## config.mk

```make
export PLATFORM = sky130hd
export DESIGN_NAME = pc_sequencer
export DESIGN_NICKNAME = d
export VERILOG_FILES = /design/src/rtl/pc_sequencer.sv
export SDC_FILE = /design/constraint.sdc
export NUM_CORES = 1
export LEC_CHECK = 0
export ABC_AREA = 1
export CAP_MARGIN = 10
export CELL_PAD_IN_SITES_DETAIL_PLACEMENT = 1
export CELL_PAD_IN_SITES_GLOBAL_PLACEMENT = 2
export CORE_MARGIN = 2
export CORE_UTILIZATION = 28
export CTS_CLUSTER_SIZE = 12
export DETAILED_ROUTE_END_ITERATION = 10
export PLACE_DENSITY = 0.87
export SLEW_MARGIN = 20
export SYNTH_ARGS = -nofsm -noshare
export SYNTH_HDL_FRONTEND = slang
export SYNTH_SLANG_ARGS = --single-unit
```

## constraint.sdc

```tcl
create_clock -name clk -period 6.84 [get_ports clk]
set_clock_uncertainty 0.1 [all_clocks]
set_input_delay 0.684 -clock clk [delete_from_list [all_inputs] [get_ports clk]]
set_output_delay 0.684 -clock clk [all_outputs]
set_load 0.01 [all_outputs]
```

## src/rtl/pc_sequencer.sv

```systemverilog
// pc_sequencer: owns the fetch PC and arbitrates next-fetch redirects.
// Optional branch delay slot: define DELAY_SLOT_EN.
module pc_sequencer #(
  parameter logic [31:0] RESET_PC   = 32'h0040_0000,
  parameter logic [31:0] EXC_VECTOR = 32'h0040_0004
) (
  input  logic        clk,
  input  logic        rst_n,
  input  logic        stall,
  input  logic        exc_req,
  input  logic        eret_req,
  input  logic [31:0] epc,
  input  logic        jr_req,
  input  logic [31:0] jr_addr,
  input  logic        j_req,
  input  logic [25:0] j_index,
  input  logic        br_req,
  input  logic [15:0] br_offset,
  output logic [31:0] pc,
  output logic [31:0] pc_plus4,
  output logic        fetch_valid,
  output logic        redirect,
  output logic [2:0]  redirect_src
);

  localparam logic [2:0] SRC_SEQ  = 3'd0;
  localparam logic [2:0] SRC_EXC  = 3'd1;
  localparam logic [2:0] SRC_ERET = 3'd2;
  localparam logic [2:0] SRC_JR   = 3'd3;
  localparam logic [2:0] SRC_J    = 3'd4;
  localparam logic [2:0] SRC_BR   = 3'd5;

`ifdef DELAY_SLOT_EN
  typedef enum logic [1:0] {BOOT, RUN, HOLD, SLOT} state_e;
`else
  typedef enum logic [1:0] {BOOT, RUN, HOLD} state_e;
`endif

  state_e      state_q;
  logic [31:0] pc_q;
  logic [31:0] pend_tgt_q;
  logic [2:0]  pend_src_q;
  logic        redir_q;
  logic [2:0]  src_q;

  logic [31:0] j_tgt;
  logic [31:0] br_tgt;
  logic [31:0] req_tgt;
  logic [2:0]  req_src;
  logic [31:0] win_tgt;
  logic [2:0]  win_src;

  assign pc_plus4     = pc_q + 32'd4;
  assign j_tgt        = {pc_plus4[31:28], j_index, 2'b00};
  assign br_tgt       = pc_plus4 + {{14{br_offset[15]}}, br_offset, 2'b00};
  assign pc           = pc_q;
  assign redirect     = redir_q;
  assign redirect_src = src_q;
  assign fetch_valid  = (state_q != BOOT) && !stall;

  // Highest-priority non-exception request of this cycle
  always_comb begin
    req_src = SRC_SEQ;
    req_tgt = pc_plus4;
    if (eret_req) begin
      req_src = SRC_ERET;
      req_tgt = epc;
    end else if (jr_req) begin
      req_src = SRC_JR;
      req_tgt = jr_addr;
    end else if (j_req) begin
      req_src = SRC_J;
      req_tgt = j_tgt;
    end else if (br_req) begin
      req_src = SRC_BR;
      req_tgt = br_tgt;
    end
  end

  // Pending vs current request; pending keeps ties since it came first
  always_comb begin
    win_src = req_src;
    win_tgt = req_tgt;
    if (pend_src_q != SRC_SEQ &&
        (req_src == SRC_SEQ || pend_src_q <= req_src)) begin
      win_src = pend_src_q;
      win_tgt = pend_tgt_q;
    end
  end

  // PC, pending redirect and registered redirect status
  always_ff @(posedge clk or negedge rst_n) begin
    if (!rst_n) begin
      state_q    <= BOOT;
      pc_q       <= RESET_PC;
      pend_tgt_q <= '0;
      pend_src_q <= SRC_SEQ;
      redir_q    <= 1'b0;
      src_q      <= SRC_SEQ;
    end else if (state_q == BOOT) begin
      state_q <= RUN;
    end else if (exc_req) begin
      state_q    <= RUN;
      pc_q       <= EXC_VECTOR;
      redir_q    <= 1'b1;
      src_q      <= SRC_EXC;
      pend_tgt_q <= '0;
      pend_src_q <= SRC_SEQ;
`ifdef DELAY_SLOT_EN
    end else if (state_q == SLOT) begin
      if (stall) begin
        if (eret_req) begin
          pend_tgt_q <= epc;
          pend_src_q <= SRC_ERET;
        end
      end else begin
        state_q    <= RUN;
        pc_q       <= eret_req ? epc : pend_tgt_q;
        redir_q    <= 1'b1;
        src_q      <= eret_req ? SRC_ERET : pend_src_q;
        pend_tgt_q <= '0;
        pend_src_q <= SRC_SEQ;
      end
`endif
    end else if (stall) begin
      state_q    <= HOLD;
      pend_tgt_q <= win_tgt;
      pend_src_q <= win_src;
    end else begin
`ifdef DELAY_SLOT_EN
      if (win_src >= SRC_JR) begin
        state_q    <= SLOT;
        pc_q       <= pc_plus4;
        redir_q    <= 1'b0;
        src_q      <= SRC_SEQ;
        pend_tgt_q <= win_tgt;
        pend_src_q <= win_src;
      end else begin
        state_q    <= RUN;
        pc_q       <= win_tgt;
        redir_q    <= (win_src != SRC_SEQ);
        src_q      <= win_src;
        pend_tgt_q <= '0;
        pend_src_q <= SRC_SEQ;
      end
`else
      state_q    <= RUN;
      pc_q       <= win_tgt;
      redir_q    <= (win_src != SRC_SEQ);
      src_q      <= win_src;
      pend_tgt_q <= '0;
      pend_src_q <= SRC_SEQ;
`endif
    end
  end

endmodule

```

Yosys cells after proc, flatten, opt, wreduce, memory -nomap -nowiden:

Cells that the tools add are included.

* logic and storage cells: 44
* register bits after elaboration: 73

* add/subtract/negate cells: 2
* multiplexer cells: 23
* bitwise operators: 1
* reductions and logical operators: 10
* eq/ne operators: 1
* $lt $le $gt $ge: 1

Operators by type and width (number)
* $mux W32: 9
* $add A32 B3 Y32 const B: 1
* $add A32 B32 Y32: 1
* $mux W3: 9
* $mux W2: 3
* $reduce_bool A3 Y1: 2
* $le A3 B3 Y1: 1
* $logic_not A3 Y1: 1
* $logic_and A1 B1 Y1: 2
* $logic_not A2 Y1: 1
* $mux W1: 2
* $ne A2 B1 Y1 const B: 1
* $reduce_and A2 Y1: 1
* $reduce_bool A2 Y1: 1
* $logic_not A1 Y1: 1
* $logic_or A1 B1 Y1: 1
* $not A1 Y1: 1

Depth between registers and ports, before layout:

Gate-level depths: netlist of run 1.

* depth after elaboration: 11
* depth in mapped cells: 25
* depth with buffers taken out: 25

Worst setup path after synthesis of run 1:

Ideal clock, no wire load.

* kind: flip-flop to flip-flop
* start: register pc_q[2], in the netlist pc[2]
* end: register pend_tgt_q[29]
* clock period less this slack: 3.057 ns
* required time: 6.622 ns
* arrival time: 2.839 ns
* cell stages (with the launch flop): 20
* buffers on the path: 0
* setup slack: 3.783 ns
* cells stage by stage: dfrtp_1 > ha_1 > nand2_1 > nor2_2 > nand2_2 > nor2_2 > xor2_1 > ha_1 > a21oi_2 > o21ai_0 > a21oi_1 > nor2_1 > nor2_1 > nand2_1 > nand2_1 > nand3_1 > nand2_1 > nand2_1 > nand3_1 > nand2_1

* longest elaborated chain between the ends: 9

RTL lines
* start: declaration: line 40 `logic [31:0] pc_q;`
* start signal: assignment: line 148 `pc_q <= win_tgt;`
* $add A32 B3 Y32: line 53 `assign pc_plus4 = pc_q + 32'd4;`
* net pc_plus4[18]: line 20 `output logic [31:0] pc_plus4,`
* $add A32 B32 Y32: line 55 `assign br_tgt = pc_plus4 + {{14{br_offset[15]}}, br_offset, 2'b00};`
* $mux W32: line 74 `end else if (br_req) begin`
* $mux W32: line 71 `end else if (j_req) begin`
* $mux W32: line 68 `end else if (jr_req) begin`
* $mux W32: line 65 `if (eret_req) begin`
* $mux W32: line 84 `if (pend_src_q != SRC_SEQ &&`
* $mux W32: line 125 `end else if (stall) begin`
* $mux W32: line 102 `end else if (exc_req) begin`
* end signal: assignment: line 127 `pend_tgt_q <= win_tgt;`
* end: declaration: line 41 `logic [31:0] pend_tgt_q;`

The timed path passes the listed nets, and every way through them passes these cells.
A chain may end at the register's enable or synchronous reset.

Worst setup path in the final report of run 1:

* start: register pc_q[2], in the netlist pc[2]
* end: register pc_q[19], in the netlist pc[19]

* longest elaborated chain between the ends: 9

RTL lines (line)
* $add A32 B3 Y32 (*): 53
* $add A32 B32 Y32: 55
* $mux W32 (*): 74
* $mux W32 (*): 71
* $mux W32 (*): 68
* $mux W32 (*): 65
* $mux W32 (*): 84
* $mux W32 (*): 125
* $mux W32 (*): 102

Every way passes the cells marked *; elsewhere a longest branch is shown, timed or not. The select of a mux whose other input is x is not followed.

==> run_results.csv, run 1 <==
group,metric,value,unit
outcome,status,"complete, no violations",
synthesis,synthCells,1141,
power,vdd_drop_max,0.000134,V
power,p_int,1.22,mW
timing,rsz0062_at_grt,"no",
global_routing,busiest_layer,"met2",
placed_design,place.gp.congestion,0.932,
clocking,h-tree-depth,3,
critical_path,cpMaxStageDelayCell,"dfrtp_1",
detailed_routing,viasPerCell,5.00,
clocking,clock-root-buffer,"clkbuf_16",
floorplanning,io_pins,183,
timing,fin_crit,4030,ps
synthesis,syn-mean-instance-area,6.27,um2
hold_path,hold_class,"register to register",
placed_design,placedCellCount,1629,
critical_path,crit_required,6970,ps
layout,fin_nets,1465,
clocking,cts_tree,"built",
detailed_routing,ant_nets,0,
global_routing,use_met2,38.5,%
global_routing,antenna_found_initial,0,
timing,slew_headroom,36.1,%
critical_path,path_max_fanout,6,
timing,worst_slew_pin_slew,959,ps
layout,area_delta_synth_final,34.2,%
detailed_routing,finalWirelength,31400,um
floorplanning,rows,58,
critical_path,critPathKind,"register to register",
critical_path,slowest_delay,480,ps
critical_path,critPathArrivalTime,4150,ps
layout,finalNonFillerCells,1645,
timing,period_share,58.8,%
floorplanning,core,25100,um2
timing,final-max-slew-violation-count,0,
power,share_comb_of_total_power,50.5,%
detailed_routing,via_count,8231,
power,switchingPower,930,uW
clocking,clockBufferDepth,2,
detailed_routing,drtIter0Drc,464,
layout,final_common_cell,"nand2_1",
synthesis,ys_ff_latch,73,
critical_path,worstSetupStartpointType,"register",
global_routing,overflow,0,
layout,antenna_cells,0,
global_routing,grt_pass1_vias,8522,
floorplanning,die_area,26800,um2
global_routing,grt_first_pass_wirelength,47800,um
synthesis,netlist_area,7150,um2
power,leakagePower,4.57,nW
placed_design,port_buffers,182,
clocking,postCtsResizedCells,0,
timing,hold_viol,0,
layout,layout_common_cells,"nand2_1 (399), clkdlybuf4s50_1 (181), inv_1 (123)",
critical_path,cp_common_cell,"nand2_1",
synthesis,async_flop_share,100,%
floorplanning,dieHeight,164,um
power,power_density,224,nW/um2
synthesis,yosys.cell_types.count,53,
clocking,path_clk_slew,60,ps
synthesis,synth_ff_type,"dfrtp_1",
placed_design,dp_hpwl,25700,um
critical_path,worstPathCellList,"ha_1 -> nand2_1 -> nor2_2 -> nand3_1 -> xor2_1 -> inv_1 -> ha_1 -> nand2_1 -> inv_1 -> nand2_1 -> nor3_1 -> nand2_1 -> nand2_1 -> nand2_1 -> nand4_1 -> nand2_1 -> o21ai_1 -> nand2_1 -> nand3_1 -> nand2_1",
global_routing,grtUsageMet3,2.53,%
clocking,cts_sinks,73,
synthesis,ys_seq_area_share,25.6,%
critical_path,path_delay_family,"simple AND/OR/NAND/NOR gates",
timing,setup_tns,0,ps
synthesis,synth_edf_count,0,
run,drv_cap,0,
critical_path,end_kind,"register",
floorplanning,start_util,28.5,%
power,pwr-share-clk,22.4,%
timing,setup_violations,0,
clocking,ctsHoldBuffers,0,
synthesis,syn-num-nets,1296,
clocking,numCtsBuffers,9,
timing,max_freq,248,MHz
global_routing,grt_max_degree,74,
synthesis,ys_warn_count,0,
global_routing,grtUsageMet1,32.1,%
floorplanning,die-width,164,um
critical_path,r2r_setup_slack,2810,ps
global_routing,grt_usage,23.3,%
layout,layout-drive-gt1-share,5.32,%
power,p_seq_share,27.1,%
detailed_routing,routedWlPerCell,19.1,um
detailed_routing,drcViolationCount,0,
power,netSwitchingFraction,43.2,%
clocking,cts_setup_buffers,0,
detailed_routing,dr.pass1.iters,5,
critical_path,crit_buf_inv,2,
clocking,insertion_delay,340,ps
metal layers:
| layer | up-vias | wire length (um) |
|---|---|---|
| li1 | 4077 | - |
| met5 | - | 0 |
| met2 | 210 | 14600 |
| met3 | 44 | 1530 |
| met1 | 3900 | 14500 |
| met4 | 0 | 848 |
stage by stage:
stage / power, mW / util [%] / hold slack [ps] / instance area [um2] / setup slack, ps
after floorplan: 1.19 / - / 288 / 7150 / 3780
after global placement: 1.65 / 37.0 / 354 / 9290 / 2780
after detailed placement: 1.67 / 37.0 / 362 / 9290 / 2590
after CTS: 2.16 / 38.2 / 377 / 9600 / 2890
after global routing: 2.30 / 38.2 / 408 / 9600 / 2590
final: 2.15 / 38.2 / 374 / 9600 / 2810
worst paths after layout:
check / startpoint / endpoint / cells past startpoint
setup / recovery: pc[2] / pc[19] / 20
hold / removal: pend_tgt_q[12] / pend_tgt_q[12] / 2
min in group asynchronous: rst_n / pend_tgt_q[2] / 2
max in group asynchronous: rst_n / pend_tgt_q[19] / 2
setup reg to reg: pc[2] / pc[19] / 20
hold reg to reg: pend_tgt_q[12] / pend_tgt_q[12] / 2
Yosys cell counts, drive strengths merged, types with 3 or more instances:
cell     count  share of area, %
nand2      408                22
inv        128               6.8
nor2       106               6.5
nand3       99               7.1
dfrtp       72                25
o21ai       54               3.8
a21oi       46               3.4
ha          40               7.0
xor2        20               2.4
or2         19               1.7
clkbuf      18              0.96
o22ai       18               1.6
a221oi      17               2.1
nand4       17               1.5
nor3        16               1.1
buf         14               1.2
o21bai       6              0.63
xnor2        6              0.73
nand3b       5              0.52
nor4         5              0.52
o2111ai      5              0.61
o211ai       5              0.59
clkinv       3              0.16
layout make-up:
type / count / area, um2
Fill cell: 3294 / 15500
Multi-Input combinational cell: 905 / 4680
Timing Repair Buffer: 190 / 1880
Sequential cell: 73 / 1830
Inverter: 131 / 494
Tap cell: 330 / 413
Clock buffer: 10 / 239
Clock inverter: 6 / 67.6
worst register-to-register path, stage by stage (launching register included):
cell and delay, ps:
dfrtp_1 480, ha_1 310, nand2_1 120, nor2_2 190, nand3_1 160, xor2_1 390
inv_1 110, ha_1 370, nand2_1 90, inv_1 80, nand2_1 120, nor3_1 160
nand2_1 70, nand2_1 320, nand2_1 130, nand4_1 110, nand2_1 70, o21ai_1 300
nand2_1 110, nand3_1 90, nand2_1 50
logic make-up after synthesis:
logic type | share of synthesized area (%)
buffers and inverters | 9.10
DFF | 25.6
xor gates and xnor gates | 3.18
AOI/OAI and AO/OA | 13.9
adders and majority gates | 7.28
and+or+nand+nor | 40.9
sequential cells by signal, indices dropped and copies added, names as in the netlist:
| signal | cells |
|---|---|
| pc | 32 |
| pend_tgt_q | 32 |
| pend_src_q | 3 |
| redirect_src | 3 |
| state_q | 2 |
| redirect | 1 |
power groups by stage:
stage	clock network, mW	logic [mW]	registers [mW]
after floorplan	0	0.612	0.573
after global placement	0	1.07	0.588
after detailed placement	0	1.08	0.589
after CTS	0.486	1.09	0.582
after global routing	0.504	1.20	0.591
final	0.481	1.09	0.583
(Power assumes the default switching activity.)
==> run 2, diff against run 1 <==
--- a/config.mk
+++ b/config.mk
@@ -10,10 +10,10 @@
 export CELL_PAD_IN_SITES_DETAIL_PLACEMENT = 1
 export CELL_PAD_IN_SITES_GLOBAL_PLACEMENT = 2
 export CORE_MARGIN = 2
-export CORE_UTILIZATION = 28
+export CORE_UTILIZATION = 24
 export CTS_CLUSTER_SIZE = 12
 export DETAILED_ROUTE_END_ITERATION = 10
-export PLACE_DENSITY = 0.87
+export PLACE_DENSITY = 0.79
 export SLEW_MARGIN = 20
 export SYNTH_ARGS = -nofsm -noshare
 export SYNTH_HDL_FRONTEND = slang
==> constraint.sdc (replaced) <==
create_clock -name clk -period 3.7 [get_ports clk]
set_clock_uncertainty 0.1 [all_clocks]
set_input_delay 0.37 -clock clk [delete_from_list [all_inputs] [get_ports clk]]
set_output_delay 0.37 -clock clk [all_outputs]
set_load 0.01 [all_outputs]
==> run 2 against run 1 <==
Clock power up 80%. Fmax up 14%. Hold slack lost 1.3 ps. Global-route usage is 1.5 points lower. Flip-flop and latch count is the same. Via count increased by 4.8%. Final cell count grew 6.9%. Largest cell class unchanged.
==> run_results.csv, run 2 (synthesis gave the netlist of run 1 again) <==
group,metric,value,unit
critical_path,r2r_setup_slack,180,ps
placed_design,dp_hpwl,28500,um
critical_path,crit_cells,22,
timing,hold_viol,0,
timing,max_freq,284,MHz
clocking,cts_tree,"built",
run,drv_cap,0,
detailed_routing,routedWlPerCell,19.5,um
hold_path,hold_depth,2,
detailed_routing,ant_nets,0,
timing,setup_violations,0,
layout,nFillCells,3742,
power,netSwitchingFraction,43.2,%
floorplanning,io_pins,183,
layout,layout_common_cells,"nand2_1 (392), clkdlybuf4s50_1 (181), inv_1 (123)",
detailed_routing,viasPerCell,4.90,
clocking,insertion_delay,330,ps
critical_path,slowest_delay,430,ps
critical_path,worstPathCellList,"ha_4 -> nand2_1 -> nor2_2 -> nand2_2 -> inv_1 -> nand3_1 -> nand2_1 -> inv_1 -> ha_4 -> nand2_1 -> nor2_2 -> inv_1 -> nor4_4 -> nand3_2 -> nand3_1 -> nand2_1 -> nand3_1 -> nand2_1 -> nand2_1 -> nand2_1 -> nand2_1 -> nand2_1",
floorplanning,die_area,31200,um2
critical_path,worstSetupStartpointType,"register",
layout,antenna_cells,0,
timing,period_share,95.1,%
timing,fin_crit,3520,ps
critical_path,cpMaxStageDelayCell,"dfrtp_2",
power,p_int,2.41,mW
layout,layout-drive-gt1-share,12.4,%
clocking,cts_sinks,73,
placed_design,dp_slack,-431,ps
detailed_routing,finalWirelength,34300,um
critical_path,r2r-start,"pc[3]",
clocking,numCtsBuffers,9,
global_routing,grt_pass1_vias,8839,
detailed_routing,via_count,8626,
placed_design,port_buffers,182,
hold_path,min-delay-start,"pend_tgt_q[14]",
clocking,h-tree-depth,3,
power,p_seq_share,24.8,%
timing,slew_headroom,60.3,%
detailed_routing,drtIter0Drc,427,
power,leakagePower,4.84,nW
layout,final_common_cell,"nand2_1",
hold_path,min_to,"pend_tgt_q[14]",
floorplanning,start_util,24.3,%
critical_path,crit_buf_inv,3,
power,power,4.24,mW
floorplanning,rows,63,
critical_path,critPathArrivalTime,3640,ps
critical_path,path_delay_family,"simple AND/OR/NAND/NOR gates",
critical_path,ff2ff_path_depth,22,
power,power_density,412,nW/um2
global_routing,overflow,0,
critical_path,crit_required,3820,ps
layout,area_delta_synth_final,44.1,%
placed_design,place.gp.congestion,0.910,
power,vdd_drop_max,0.000203,V
hold_path,hold_class,"register to register",
critical_path,path_max_fanout,5,
timing,final-max-slew-violation-count,0,
floorplanning,dieHeight,177,um
floorplanning,core,29500,um2
critical_path,critPathKind,"register to register",
critical_path,cp_common_cell,"nand2_1",
clocking,path_clk_slew,50,ps
critical_path,timing.rr.end,"pc[27]",
layout,fin_nets,1519,
clocking,clockBufferDepth,2,
critical_path,end_kind,"register",
clocking,clock-root-buffer,"clkbuf_16",
global_routing,grt_max_degree,37,
timing,setup_ws,181,ps
power,share_comb_of_total_power,54.7,%
global_routing,grt_usage,21.9,%
global_routing,antenna_found_initial,0,
floorplanning,die-width,177,um
global_routing,grt_first_pass_wirelength,51600,um
detailed_routing,drcViolationCount,0,
timing,worst_slew_pin_slew,595,ps
power,pwr-share-clk,20.5,%
outcome,status,"complete, no violations",
power,switchingPower,1.83,mW
detailed_routing,dr.pass1.iters,5,
-- run 2: cell types whose count changed in the layout (fill, tap and decap cells not counted), sizes merged --
cell and change:
buf +53, clkbuf +2, clkinvlp -2, dlygate4sd3 +1
-- run 2: per-stage QoR --
stage               instances  utilization (%)  setup TNS [ps]  hold WS [ps]  cell area, um2
floorplan                1141                -               0         -25.6            7150
global placement         1739             33.0           -2220           227            9740
detailed placement       1739             33.0           -2780           242            9740
CTS                      1756             34.2               0           377           10100
global route             1759             35.0            -141           401           10300
finish                   1759             35.0               0           373           10300
-- run 2: final cells by class --
cell class	instances	area, um2	share of cell area, %
timing repair buffer	244	2280	22.2
multi-input combinational	905	4910	47.6
clock buffer	12	246	2.39
tap	390	488	4.73
inverter	131	494	4.80
clock inverter	4	45.0	0.437
sequential	73	1840	17.8
-- run 2: power groups by stage --
stage	Combinational (mW)	Clock [mW]	Sequential (mW)
6_report	2.32	0.868	1.05
3_3_place_gp	2.22	0	1.05
5_1_grt	2.54	0.917	1.07
3_5_place_dp	2.24	0	1.06
4_1_cts	2.27	0.885	1.05
2_1_floorplan	1.13	0	1.06
-- run 2: worst max path at each step --
stage / from / end / slack (ps)
6_report: pc[3] / pc[27] / 180
5_1_grt: pc[2] / pend_tgt_q[27] / -50
4_1_cts: pc[2] / pc[27] / 2
3_5_place_dp: pc[2] / pc[27] / -430
3_3_place_gp: pc[2] / pend_tgt_q[27] / -350
2_1_floorplan: pc[2] / pend_tgt_q[29] / 640
-- run 2: what timing repair did --
action,4_1_cts,5_1_grt
pin swaps,0,5
endpoints found under the setup margin,23,36
buffers inserted,0,3
hold endpoints to repair,14,0
gates resized for setup,10,51
hold buffers,1,0
gates cloned,0,0
-- run 2: worst reg2reg max path, delay by kind of cell (launching register included) --
kind / cells / cell delay (ps)
fa+ha+maj: 2 / 550
simple gates: 17 / 2000
buf+inv: 3 / 340
flops: 1 / 430
-- run 2: routing by layer --
layer	global-route usage, %	wire length, um	vias to the layer above	part of all wire, %
li1	-	-	4182	-
met1	29.0	15500	4184	45
met2	37.2	16300	223	48
met3	3.01	1700	37	5.0
met4	5.75	698	0	2.0
met5	0	0	-	0
